==> src/rtl/idli_pred_rf_m.sv <==
// ---------------------------------------------------------------------------
// idli_pred_rf_m
//   Parametrised predicate register file with a single-entry shadow copy.
//   Registers hold 1-bit predicates and can be written with SET/AND/OR/XOR
//   read-modify-write operations. The top register can be hardwired to one.
//   The shadow saves all predicates on interrupt entry and restores them on
//   exit.
//
// Ports
//   i_prf_gck         clock, all state updates on the rising edge
//   i_prf_rst_n       synchronous active-low reset
//   i_prf_rd_idx      NUM_RD packed read indices, port k at [k*IDX_W +: IDX_W]
//   o_prf_rd_data     combinational read data, bit k for port k
//   i_prf_wr_en       write enable
//   i_prf_wr_idx      write index
//   i_prf_wr_op       0=SET 1=AND 2=OR 3=XOR
//   i_prf_wr_data     write operand
//   i_prf_save        capture all registers into the shadow
//   i_prf_restore     reload all registers from the shadow
//   o_prf_shadow_vld  shadow holds a saved snapshot
//   o_prf_shadow_ovf  sticky: a save hit an already valid shadow
// ---------------------------------------------------------------------------
module idli_pred_rf_m #(
  parameter int NUM_PREGS = 4,
  parameter int NUM_RD    = 2,
  parameter int CONST_ONE = 1,
  parameter int BYPASS    = 0,
  localparam int IDX_W    = (NUM_PREGS > 2) ? $clog2(NUM_PREGS) : 1
) (
  input  logic                    i_prf_gck,
  input  logic                    i_prf_rst_n,
  input  logic [NUM_RD*IDX_W-1:0] i_prf_rd_idx,
  output logic [NUM_RD-1:0]       o_prf_rd_data,
  input  logic                    i_prf_wr_en,
  input  logic [IDX_W-1:0]        i_prf_wr_idx,
  input  logic [1:0]              i_prf_wr_op,
  input  logic                    i_prf_wr_data,
  input  logic                    i_prf_save,
  input  logic                    i_prf_restore,
  output logic                    o_prf_shadow_vld,
  output logic                    o_prf_shadow_ovf
);

  // The constant register, when present, has no storage behind it.
  localparam bit HAS_CONST = (CONST_ONE != 0);
  localparam bit HAS_BYP   = (BYPASS != 0);
  localparam int NUM_STORE = HAS_CONST ? NUM_PREGS - 1 : NUM_PREGS;

  typedef enum logic [1:0] {OP_SET, OP_AND, OP_OR, OP_XOR} wr_op_e;
  typedef enum logic {SH_EMPTY, SH_FULL} sh_state_e;

  logic [NUM_STORE-1:0] preg_q, preg_d;
  logic [NUM_STORE-1:0] shadow_q, shadow_d;
  sh_state_e            sh_state_q, sh_state_d;
  logic                 shadow_ovf_q, shadow_ovf_d;

  logic [NUM_PREGS-1:0] preg_view;
  logic                 restore_act;
  logic                 save_act;
  logic                 wr_writable;
  logic                 wr_ok;
  logic                 wr_old;
  logic                 wr_new;
  wr_op_e               wr_op;

  // Select one bit of the architectural view; indices past the end read 0.
  function automatic logic pick(input logic [NUM_PREGS-1:0] v,
                                input logic [IDX_W-1:0]     idx);
    logic r;
    r = 1'b0;
    for (int j = 0; j < NUM_PREGS; j++) begin
      if (idx == IDX_W'(j)) r = v[j];
    end
    return r;
  endfunction

  // Architectural view: stored bits plus the hardwired top register.
  always_comb begin
    // NOTE: every signal driven in always_comb gets a default first so no
    // path leaves it unassigned, which would infer a latch.
    preg_view = '0;
    preg_view[NUM_STORE-1:0] = preg_q;
    if (HAS_CONST) preg_view[NUM_PREGS-1] = 1'b1;
  end

  // Write/save/restore decision and next-state computation.
  always_comb begin
    // A restore only counts while a snapshot exists; when it counts it
    // swallows any save or write presented in the same cycle.
    restore_act = i_prf_restore && (sh_state_q == SH_FULL);
    save_act    = i_prf_save && !restore_act;

    wr_writable = 1'b0;
    for (int j = 0; j < NUM_STORE; j++) begin
      if (i_prf_wr_idx == IDX_W'(j)) wr_writable = 1'b1;
    end
    wr_ok = i_prf_wr_en && wr_writable && !restore_act;

    wr_old = pick(preg_view, i_prf_wr_idx);
    wr_op  = wr_op_e'(i_prf_wr_op);
    case (wr_op)
      OP_SET:  wr_new = i_prf_wr_data;
      OP_AND:  wr_new = wr_old & i_prf_wr_data;
      OP_OR:   wr_new = wr_old | i_prf_wr_data;
      OP_XOR:  wr_new = wr_old ^ i_prf_wr_data;
      default: wr_new = i_prf_wr_data;
    endcase

    preg_d       = preg_q;
    shadow_d     = shadow_q;
    sh_state_d   = sh_state_q;
    shadow_ovf_d = shadow_ovf_q;

    if (restore_act) begin
      preg_d     = shadow_q;
      sh_state_d = SH_EMPTY;
    end else begin
      if (save_act) begin
        // Shadow takes the pre-write values of this cycle.
        shadow_d   = preg_q;
        sh_state_d = SH_FULL;
        if (sh_state_q == SH_FULL) shadow_ovf_d = 1'b1;
      end
      for (int j = 0; j < NUM_STORE; j++) begin
        if (wr_ok && (i_prf_wr_idx == IDX_W'(j))) preg_d[j] = wr_new;
      end
    end
  end

  // Read ports, with optional same-cycle forwarding of the write result.
  always_comb begin
    o_prf_rd_data = '0;
    for (int k = 0; k < NUM_RD; k++) begin
      o_prf_rd_data[k] = pick(preg_view, i_prf_rd_idx[k*IDX_W +: IDX_W]);
      if (HAS_BYP && wr_ok && (i_prf_wr_idx == i_prf_rd_idx[k*IDX_W +: IDX_W]))
        o_prf_rd_data[k] = wr_new;
    end
  end

  always_ff @(posedge i_prf_gck) begin
    if (!i_prf_rst_n) begin
      // NOTE: the shadow is a handful of flops, not a RAM, so it is reset
      // along with everything else and never exposes stale contents.
      preg_q       <= '0;
      shadow_q     <= '0;
      sh_state_q   <= SH_EMPTY;
      shadow_ovf_q <= 1'b0;
    end else begin
      // NOTE: non-blocking assignments so every flop samples the values
      // from before this edge, independent of statement order.
      preg_q       <= preg_d;
      shadow_q     <= shadow_d;
      sh_state_q   <= sh_state_d;
      shadow_ovf_q <= shadow_ovf_d;
    end
  end

  assign o_prf_shadow_vld = (sh_state_q == SH_FULL);
  assign o_prf_shadow_ovf = shadow_ovf_q;

endmodule

==> config.mk <==
export PLATFORM = sky130hd
export DESIGN_NAME = idli_pred_rf_m
export DESIGN_NICKNAME = d
export VERILOG_FILES = /design/src/rtl/idli_pred_rf_m.sv
export SDC_FILE = /design/constraint.sdc
export NUM_CORES = 1
export LEC_CHECK = 0
export ABC_AREA = 1
export BUFFER_PORTS_ARGS = -buffer_cell sky130_fd_sc_hd__buf_2
export CAP_MARGIN = 30
export CORE_ASPECT_RATIO = 0.9
export CORE_UTILIZATION = 35
export DETAILED_ROUTE_END_ITERATION = 6
export SYNTH_ARGS = -nofsm -noshare
export SYNTH_HDL_FRONTEND = slang
export SYNTH_SLANG_ARGS = --single-unit
==> constraint.sdc <==
create_clock -name i_prf_gck -period 1.35 [get_ports i_prf_gck]
set_clock_uncertainty 0.1 [all_clocks]
set_input_delay 0 -clock i_prf_gck [delete_from_list [all_inputs] [get_ports i_prf_gck]]
set_output_delay 0 -clock i_prf_gck [all_outputs]
set_load 0.02 [all_outputs]
==> key figures, run 1 <==
Synth
  • Synth Area in Compound Gates: 17.8%
  • Post-synth top area cell: dfxtp_1
  • Adder-cell share of the synthesized area: 4.89%
  • Combinational family with the most area after synthesis: simple AND/OR/NAND/NOR gates
  • Synthesized netlist cell count: 76
  • Synthesized flop and latch total: 8
  • Syn Nets: 92
  • Synth cell types: 19
  • Mapped Area: 512 um^2
  • Synth warnings: 0
  • Yosys top cell area share: 31.3%
  • Synth Area in Simple Gates: 30.3%
  • Register area share after synthesis: 31.3%
  • Synth area leaders: dfxtp_1, nand2_1, inv_1, nand3_1, a21oi_1
  • Syn avg cell area: 6.73 um^2
  • Multiplexer share of the synthesized area: 3.91%
  • Post-Synth XOR/XNOR Area: 0%

Route
  • Vias: 566
  • Routed Antenna Nets: 0
  • DRT Pass-1 Iters: 4
  • Starting DRC count in detailed routing: 10
  • DR WL/cell: 10.6 um
  • Routed WL: 1260 um
  • DRC Markers: 0
  • Vias per cell: 4.76

Clock network
  • Clock sinks: 8
  • Clock H-tree levels: 1
  • Clock buffer count from CTS: 3
  • Post-CTS setup buffer count: 0
  • Longest Clk Path Bufs: 2
  • Clk slew on worst S/H paths: 0.06 ns
  • Clock latency on the worst-skew pair: 0.26 ns
  • Clock root buffer master: clkbuf_4
  • CTS tree: done

Die
  • Rows: 12
  • Initial Util: 39.6%
  • Die Ht: 38.3 um
  • Horiz. Die Dim: 42.3 um
  • Core area: 1290 um^2
  • I/O pin cnt: 18
  • Die area: 1620 um^2

Setup path
  • Startpoint types: register
  • Worst Setup Path Type: register to register
  • R2R depth: 10
  • R2r endpoint: preg_q[2]$_SDFFE_PN0P_
  • Worst reg-to-reg setup slack: -0.10 ns
  • Critical Path AT: 1.54 ns
  • CP Max Fanout: 3
  • Reg-to-Reg Start: preg_q[2]$_SDFFE_PN0P_
  • CP endpoint kind: register
  • Critical Path RT: 1.44 ns

Job
  • Max-Cap Viols: 0

Timing
  • Slew Viols, Final: 0
  • Post-route minimum period: 1.45 ns
  • Slew margin rel.: 84.8%
  • Final worst path period share: 108%
  • RSZ-0062 raised after global routing: true
  • Worst-margin pin slew: 0.227 ns
  • # setup viols final: 3
  • Setup slack after layout: -0.105 ns
  • Hold Fails Final Rpt: 0
  • TNS Setup: -0.291 ns
  • Fmax: 687 MHz

Final layout
  • Antenna cells: 0
  • Area Overhead vs Synth: 41.1%
  • Layout Nets: 123
  • Layout cells sized above 1: 30.5%
  • Post-route insts no fill: 119

Global routing
  • Largest net degree at the start of global routing: 12
  • Busiest layer in global routing: met2
  • Met2 Use GR: 29.6%
  • Antenna violations before repair: 0
  • Met3 usage: 7.08%
  • GRT overflow: 0
  • GRT met1 Usage: 21.3%
  • First-pass GRT wire length: 2060 um
  • Number of global-route vias before repair: 511
  • GRT Total Usage: 18.0%

Pwr
  • Pwr dens: 850 nW/um^2
  • Sequential power share: 42.2%
  • Total Power Consumption: 0.613 mW
  • Combinational power share: 27.0%
  • Net Sw Power: 0.185 mW
  • Sw frac: 30.1%
  • Static Leak: 0.376 nW
  • Internal power: 0.429 mW
  • Clk pwr share: 30.8%
  • Max VDD drop: 0.000506 V

Outcome
  • Failing checks: setup timing
  • Status: finished with violations

Placement
  • HPWL after detailed placement: 952 um
  • Placed cells: 110
  • Port Buf Inserts: 17
  • Final Wtd Congestion: 0.815
  • Pre-CTS setup slack: -0.104 ns

Worst hold path
  • Worst Min Path Start: i_prf_wr_op[1]
  • Hold Path End: preg_q[2]$_SDFFE_PN0P_
  • Hold path depth: 4
  • Hold crit path type: input port to register
==> how the worst max path moves through the flow <==
stage / from / to / slack [ns]
final: preg_q[2]$_SDFFE_PN0P_ / preg_q[2]$_SDFFE_PN0P_ / -0.10
after floorplan: preg_q[2]$_SDFFE_PN0P_ / preg_q[2]$_SDFFE_PN0P_ / -0.04
after global routing: preg_q[2]$_SDFFE_PN0P_ / preg_q[1]$_SDFFE_PN0P_ / -0.21
after CTS: preg_q[2]$_SDFFE_PN0P_ / preg_q[2]$_SDFFE_PN0P_ / -0.1
after global placement: preg_q[2]$_SDFFE_PN0P_ / preg_q[2]$_SDFFE_PN0P_ / -0.06
after detailed placement: preg_q[2]$_SDFFE_PN0P_ / preg_q[2]$_SDFFE_PN0P_ / -0.10
==> power groups by stage <==
stage	Sequential (mW)	Combinational [mW]	Clock, mW
after floorplan	0.270	0.0813	0
after global placement	0.264	0.147	0
after detailed placement	0.264	0.150	0
after CTS	0.258	0.164	0.189
after global routing	0.261	0.184	0.205
final	0.259	0.166	0.189
==> synth_stat cells <==
library cell	number
a21oi_2	1
o21a_1	1
nor2_1	4
buf_6	1
inv_2	2
and2_1	1
nand2_4	1
nand4_1	3
mux2i_1	2
inv_1	11
ha_1	2
o21ai_1	5
nor3b_1	1
nand2_2	1
o21ai_0	5
dfxtp_1	8
nand2_1	16
a21oi_1	5
nand3_1	6
==> routing by layer <==
metal  routed length [um]  vias to the layer above
met3                   63                        2
li1                     -                      310
met1                  633                      240
met5                    0                        -
met2                  551                       14
met4                   14                        0
==> repair_timing <==
item                                    in CTS  in global routing
cloned                                       0                  0
hold buffers                                 6                  0
pin swaps                                    2                  1
endpoints found under the setup margin       3                  4
gates resized for setup                      0                  2
endpoints found under the hold margin        7                  0
==> registers in the layout (all words and copies together) (netlist names) <==
signal and count:
o_prf_shadow_vld 1, shadow_q 3, o_prf_shadow_ovf 1, preg_q 3
==> layout by cell type, fill, tap and decap left out, types with 2 or more instances in the layout <==
cell	synthesis	final
buf_2	0	17
dfxtp_1	8	7
nand2_1	16	16
o21ai_1	5	6
mux2i_1	2	2
o21ai_0	5	4
nor2_1	4	4
buf_4	0	4
nand3_1	6	5
inv_1	11	10
inv_2	2	3
ha_1	2	2
dlygate4sd3_1	0	6
nand4_1	3	3
a21oi_1	5	5
clkbuf_4	0	3
==> stage by stage <==
stage | utilization (%) | hold WS, ns | instance area, um^2
floorplan | - | 0.0177 | 518
global route | 55.9 | 0.0278 | 722
finish | 55.9 | 0.0143 | 722
CTS | 55.9 | 0.00797 | 722
detailed placement | 49.5 | 0.176 | 639
global placement | 49.5 | 0.172 | 639
==> cells by family (layout without fill, tap and decap cells) <==
group,after synthesis,in the layout
AND/OR/NAND/NOR,33,33
adder cells (fa/ha/maj),2,2
flip-flops,8,8
buffers and inverters,14,43
multiplexers,2,2
AO/OA/AOI/OAI,17,17
==> layout make-up <==
type | count | area [um^2]
Fill cell | 126 | 569
Tap cell | 14 | 17.5
Multi-Input combinational cell | 54 | 297
Inverter | 13 | 48.8
Sequential cell | 8 | 161
Clock buffer | 3 | 22.5
Timing Repair Buffer | 27 | 175
==> worst max-delay path, cell delays in order (launching register included) <==
cell and delay (ns):
dfxtp_2 0.33, inv_2 0.03, o21ai_1 0.10, o21ai_1 0.07
nand2_1 0.08, inv_1 0.05, ha_1 0.27, nand2_1 0.06
nand3_2 0.09, nand4_1 0.09, a21oi_2 0.13
Power figures use the tool's default switching activity.
==> run 2: changes to the inputs <==
ABC_AREA = not set   (was 1)
CORE_ASPECT_RATIO = not set   (was 0.9)
==> key figures, run 2 <==
Outcome
  • Status: finished with violations
  • Failing checks: setup timing

Synth
  • Multiplexer share of the synthesized area: 12.8% (+8.9 points)
  • Post-Synth XOR/XNOR Area: 0% (unchanged)
  • Synth async-reset ratio: 0% (unchanged)
  • Register area share after synthesis: 32.2% (+0.86 points)
  • Synth area leaders: dfxtp_1, mux2i_1, ha_1, inv_1, mux4_2
  • Synth Area in Compound Gates: 20.1% (+2.3 points)
  • Adder-cell share of the synthesized area: 5.03% (+0.14 points)
  • Synth cell types: 26 (+7)
  • Synthesized flop and latch total: 8 (unchanged)
  • Syn Nets: 74 (-20%)
  • Combinational family with the most area after synthesis: simple AND/OR/NAND/NOR gates
  • Synth warnings: 0 (unchanged)
  • Syn avg cell area: 8.59 um^2 (+28%)
  • Synth Flop Type: dfxtp_1
  • Mapped Area: 498 um^2 (-2.7%)
  • Yosys top cell area share: 32.2% (+0.86 points)
  • Synth top cells by count: dfxtp_1, inv_1, nor2_1
  • Synthesized netlist cell count: 58 (-24%)
  • Post-synth top area cell: dfxtp_1
  • Most frequent cell after synthesis: dfxtp_1
  • Post-synth EDFFs: 0 (unchanged)
  • Synth Area in Simple Gates: 24.6% (-5.7 points)

Timing
  • Final worst path period share: 134% (+26 points)
  • Slew Viols, Final: 0 (unchanged)
  • Slew margin rel.: 72.8% (-12 points)
  • Setup slack after layout: -0.460 ns (-0.355 ns)
  • RSZ-0062 raised after global routing: true
  • TNS Setup: -1.30 ns (-1.01 ns)
  • Worst-margin pin slew: 0.407 ns (+0.180 ns)
  • # setup viols final: 3 (unchanged)
  • Fmax: 553 MHz (-20%)
  • Hold Fails Final Rpt: 0 (unchanged)
  • Post-route minimum period: 1.81 ns (+0.355 ns)

Route
  • DRT Pass-1 Iters: 4 (unchanged)
  • DR WL/cell: 10.6 um (-0.49%)
  • Starting DRC count in detailed routing: 10 (unchanged)
  • Routed Antenna Nets: 0 (unchanged)
  • Vias per cell: 5.12 (+7.6%)
  • Vias: 512 (-9.5%)
  • Routed WL: 1060 um (-16%)
  • DRC Markers: 0 (unchanged)

Pwr
  • Total Power Consumption: 0.567 mW (-7.6%)
  • Combinational power share: 23.9% (-3.1 points)
  • Internal power: 0.416 mW (-3.0%)
  • Sequential power share: 44.4% (+2.2 points)
  • Max VDD drop: 0.000665 V (+31%)
  • Sw frac: 26.7% (-3.5 points)
  • Pwr dens: 806 nW/um^2 (-5.1%)
  • Clk pwr share: 31.7% (+0.9 points)
  • Net Sw Power: 0.151 mW (-18%)
  • Static Leak: 0.332 nW (-12%)

Clock network
  • Longest Clk Path Bufs: 2 (unchanged)
  • Clock sinks: 8 (unchanged)
  • Clock latency on the worst-skew pair: 0.25 ns (about the same)
  • CTS tree: done
  • Clock H-tree levels: 1 (unchanged)
  • Clock buffer count from CTS: 3 (unchanged)
  • Clk slew on worst S/H paths: 0.05 ns (about the same)
  • Post-CTS setup buffer count: 0 (unchanged)
  • Clock root buffer master: clkbuf_4

Final layout
  • Design Area, Final: 703 um^2 (-2.6%)
  • Layout cells sized above 1: 37.6% (+7.2 points)
  • Most frequent cells in the layout: buf_2, buf_4, inv_1, nor2_1, dfxtp_1
  • Commonest non-fill, non-tap cell in the layout: buf_2
  • Biggest regs: preg_q x3, shadow_q x3
  • Layout Nets: 103 (-16%)
  • Antenna cells: 0 (unchanged)
  • Area Overhead vs Synth: 41.2% (about the same)

Die
  • I/O pin cnt: 18 (unchanged)
  • Die area: 1580 um^2 (-2.6%)
  • Die Ht: 39.7 um (+3.8%)
  • Initial Util: 37.8% (-1.8 points)
  • Core area: 1320 um^2 (+2.0%)
  • Horiz. Die Dim: 39.7 um (-6.1%)
  • Rows: 13 (+1)

Setup path
  • Critical Path AT: 1.87 ns (+0.33 ns)
  • Worst Setup Path Type: register to register
  • Critical Path RT: 1.41 ns (-0.03 ns)
  • Startpoint types: register
  • CP Max Fanout: 3 (unchanged)
  • CP endpoint kind: register

Global routing
  • Met2 Use GR: 20.5% (-9.1 points)
  • Busiest layer in global routing: met2
  • Antenna violations before repair: 0 (unchanged)
  • Number of global-route vias before repair: 364 (-29%)
  • GRT Total Usage: 15.4% (-2.6 points)
  • GRT overflow: 0 (unchanged)
  • Met3 usage: 3.41% (-3.7 points)
  • First-pass GRT wire length: 1510 um (-27%)
  • Largest net degree at the start of global routing: 11 (-1)
  • GRT met1 Usage: 20.3% (-1.1 points)

Placement
  • Final Wtd Congestion: 0.755 (-7.4%)
  • HPWL after detailed placement: 800 um (-16%)
  • Pre-CTS setup slack: -0.464 ns (-0.360 ns)
  • Port Buf Inserts: 17 (unchanged)
  • Cell area after placement: 646 um^2 (+0.98%)

Worst hold path
  • Hold crit path type: input port to register

Job
  • Max-Cap Viols: 0 (unchanged)
-- run 2: changes by cell type after synthesis, sizes merged, moves of 3 or more --
cell	previous run	this run
nand2b	0	3
inv	13	6
nand2	18	3
a21oi	6	3
o21ai	10	1
nand3	6	1
-- run 2: kinds of logic (layout without fill, tap and decap cells) --
kind of cell / after synthesis / in the layout
muxes: 5 / 5
and+or+nand+nor: 22 / 22
DFF: 8 / 8
adders and majority gates: 2 / 2
buffers and inverters: 7 / 34
AOI/OAI and AO/OA: 14 / 14
-- run 2: worst max-delay path, cell delays in order, from the launching register on --
cell	delay, ns
dfxtp_2	0.31
mux2_2	0.25
o22a_1	0.17
inv_1	0.06
ha_1	0.11
inv_1	0.03
mux4_2	0.49
o31ai_1	0.20
-- run 2: worst paths after layout --
kind	from	end	slack, ns	cells after the start
max reg2reg	preg_q[1]$_SDFFE_PN0P_	preg_q[1]$_SDFFE_PN0P_	-0.46	7
min reg2reg	o_prf_shadow_ovf$_SDFFE_PN0P_	o_prf_shadow_ovf$_SDFFE_PN0P_	0.36	1
max	preg_q[1]$_SDFFE_PN0P_	preg_q[1]$_SDFFE_PN0P_	-0.46	7
min	i_prf_wr_en	preg_q[2]$_SDFFE_PN0P_	0.005	3
-- run 2: area by class of cell --
| cell class | instances | area (um^2) |
|---|---|---|
| fillers | 128 | 614 |
| clock buffers | 3 | 22.5 |
| multi-input cells | 43 | 322 |
| well taps | 15 | 18.8 |
| inverters | 6 | 22.5 |
| repair buffers | 25 | 155 |
| flip-flops and latches | 8 | 163 |
-- run 2: repair_timing --
action | in CTS | in global routing
endpoints found under the hold margin | 3 | 0
hold buffers | 2 | 0
resized for setup | 0 | 4
setup endpoints to repair | 3 | 5
pin swaps | 0 | 2
-- run 2: per-layer routing --
metal / part of all wire [%] / wire, um / vias up
met4: 2.8 / 30 / 0
met5: 0 / 0 / -
met2: 41 / 429 / 12
li1: - / - / 270
met1: 52 / 546 / 226
met3: 4.7 / 50 / 4
-- run 2: per-stage QoR --
step / hold slack [ns] / utilization, % / std cells
global placement: 0.183 / 49.0 / 95
global route: 0.0136 / 53.4 / 100
floorplan: 0.0286 / - / 58
detailed placement: 0.182 / 49.0 / 95
finish: 0.00537 / 53.4 / 100
CTS: 0.00200 / 52.2 / 100
-- run 2: power groups by stage --
stage	combinational [mW]	clock (mW)	sequential, mW
floorplan	0.0622	0	0.261
global placement	0.122	0	0.257
detailed placement	0.124	0	0.257
CTS	0.129	0.186	0.252
global route	0.151	0.202	0.253
finish	0.135	0.180	0.252
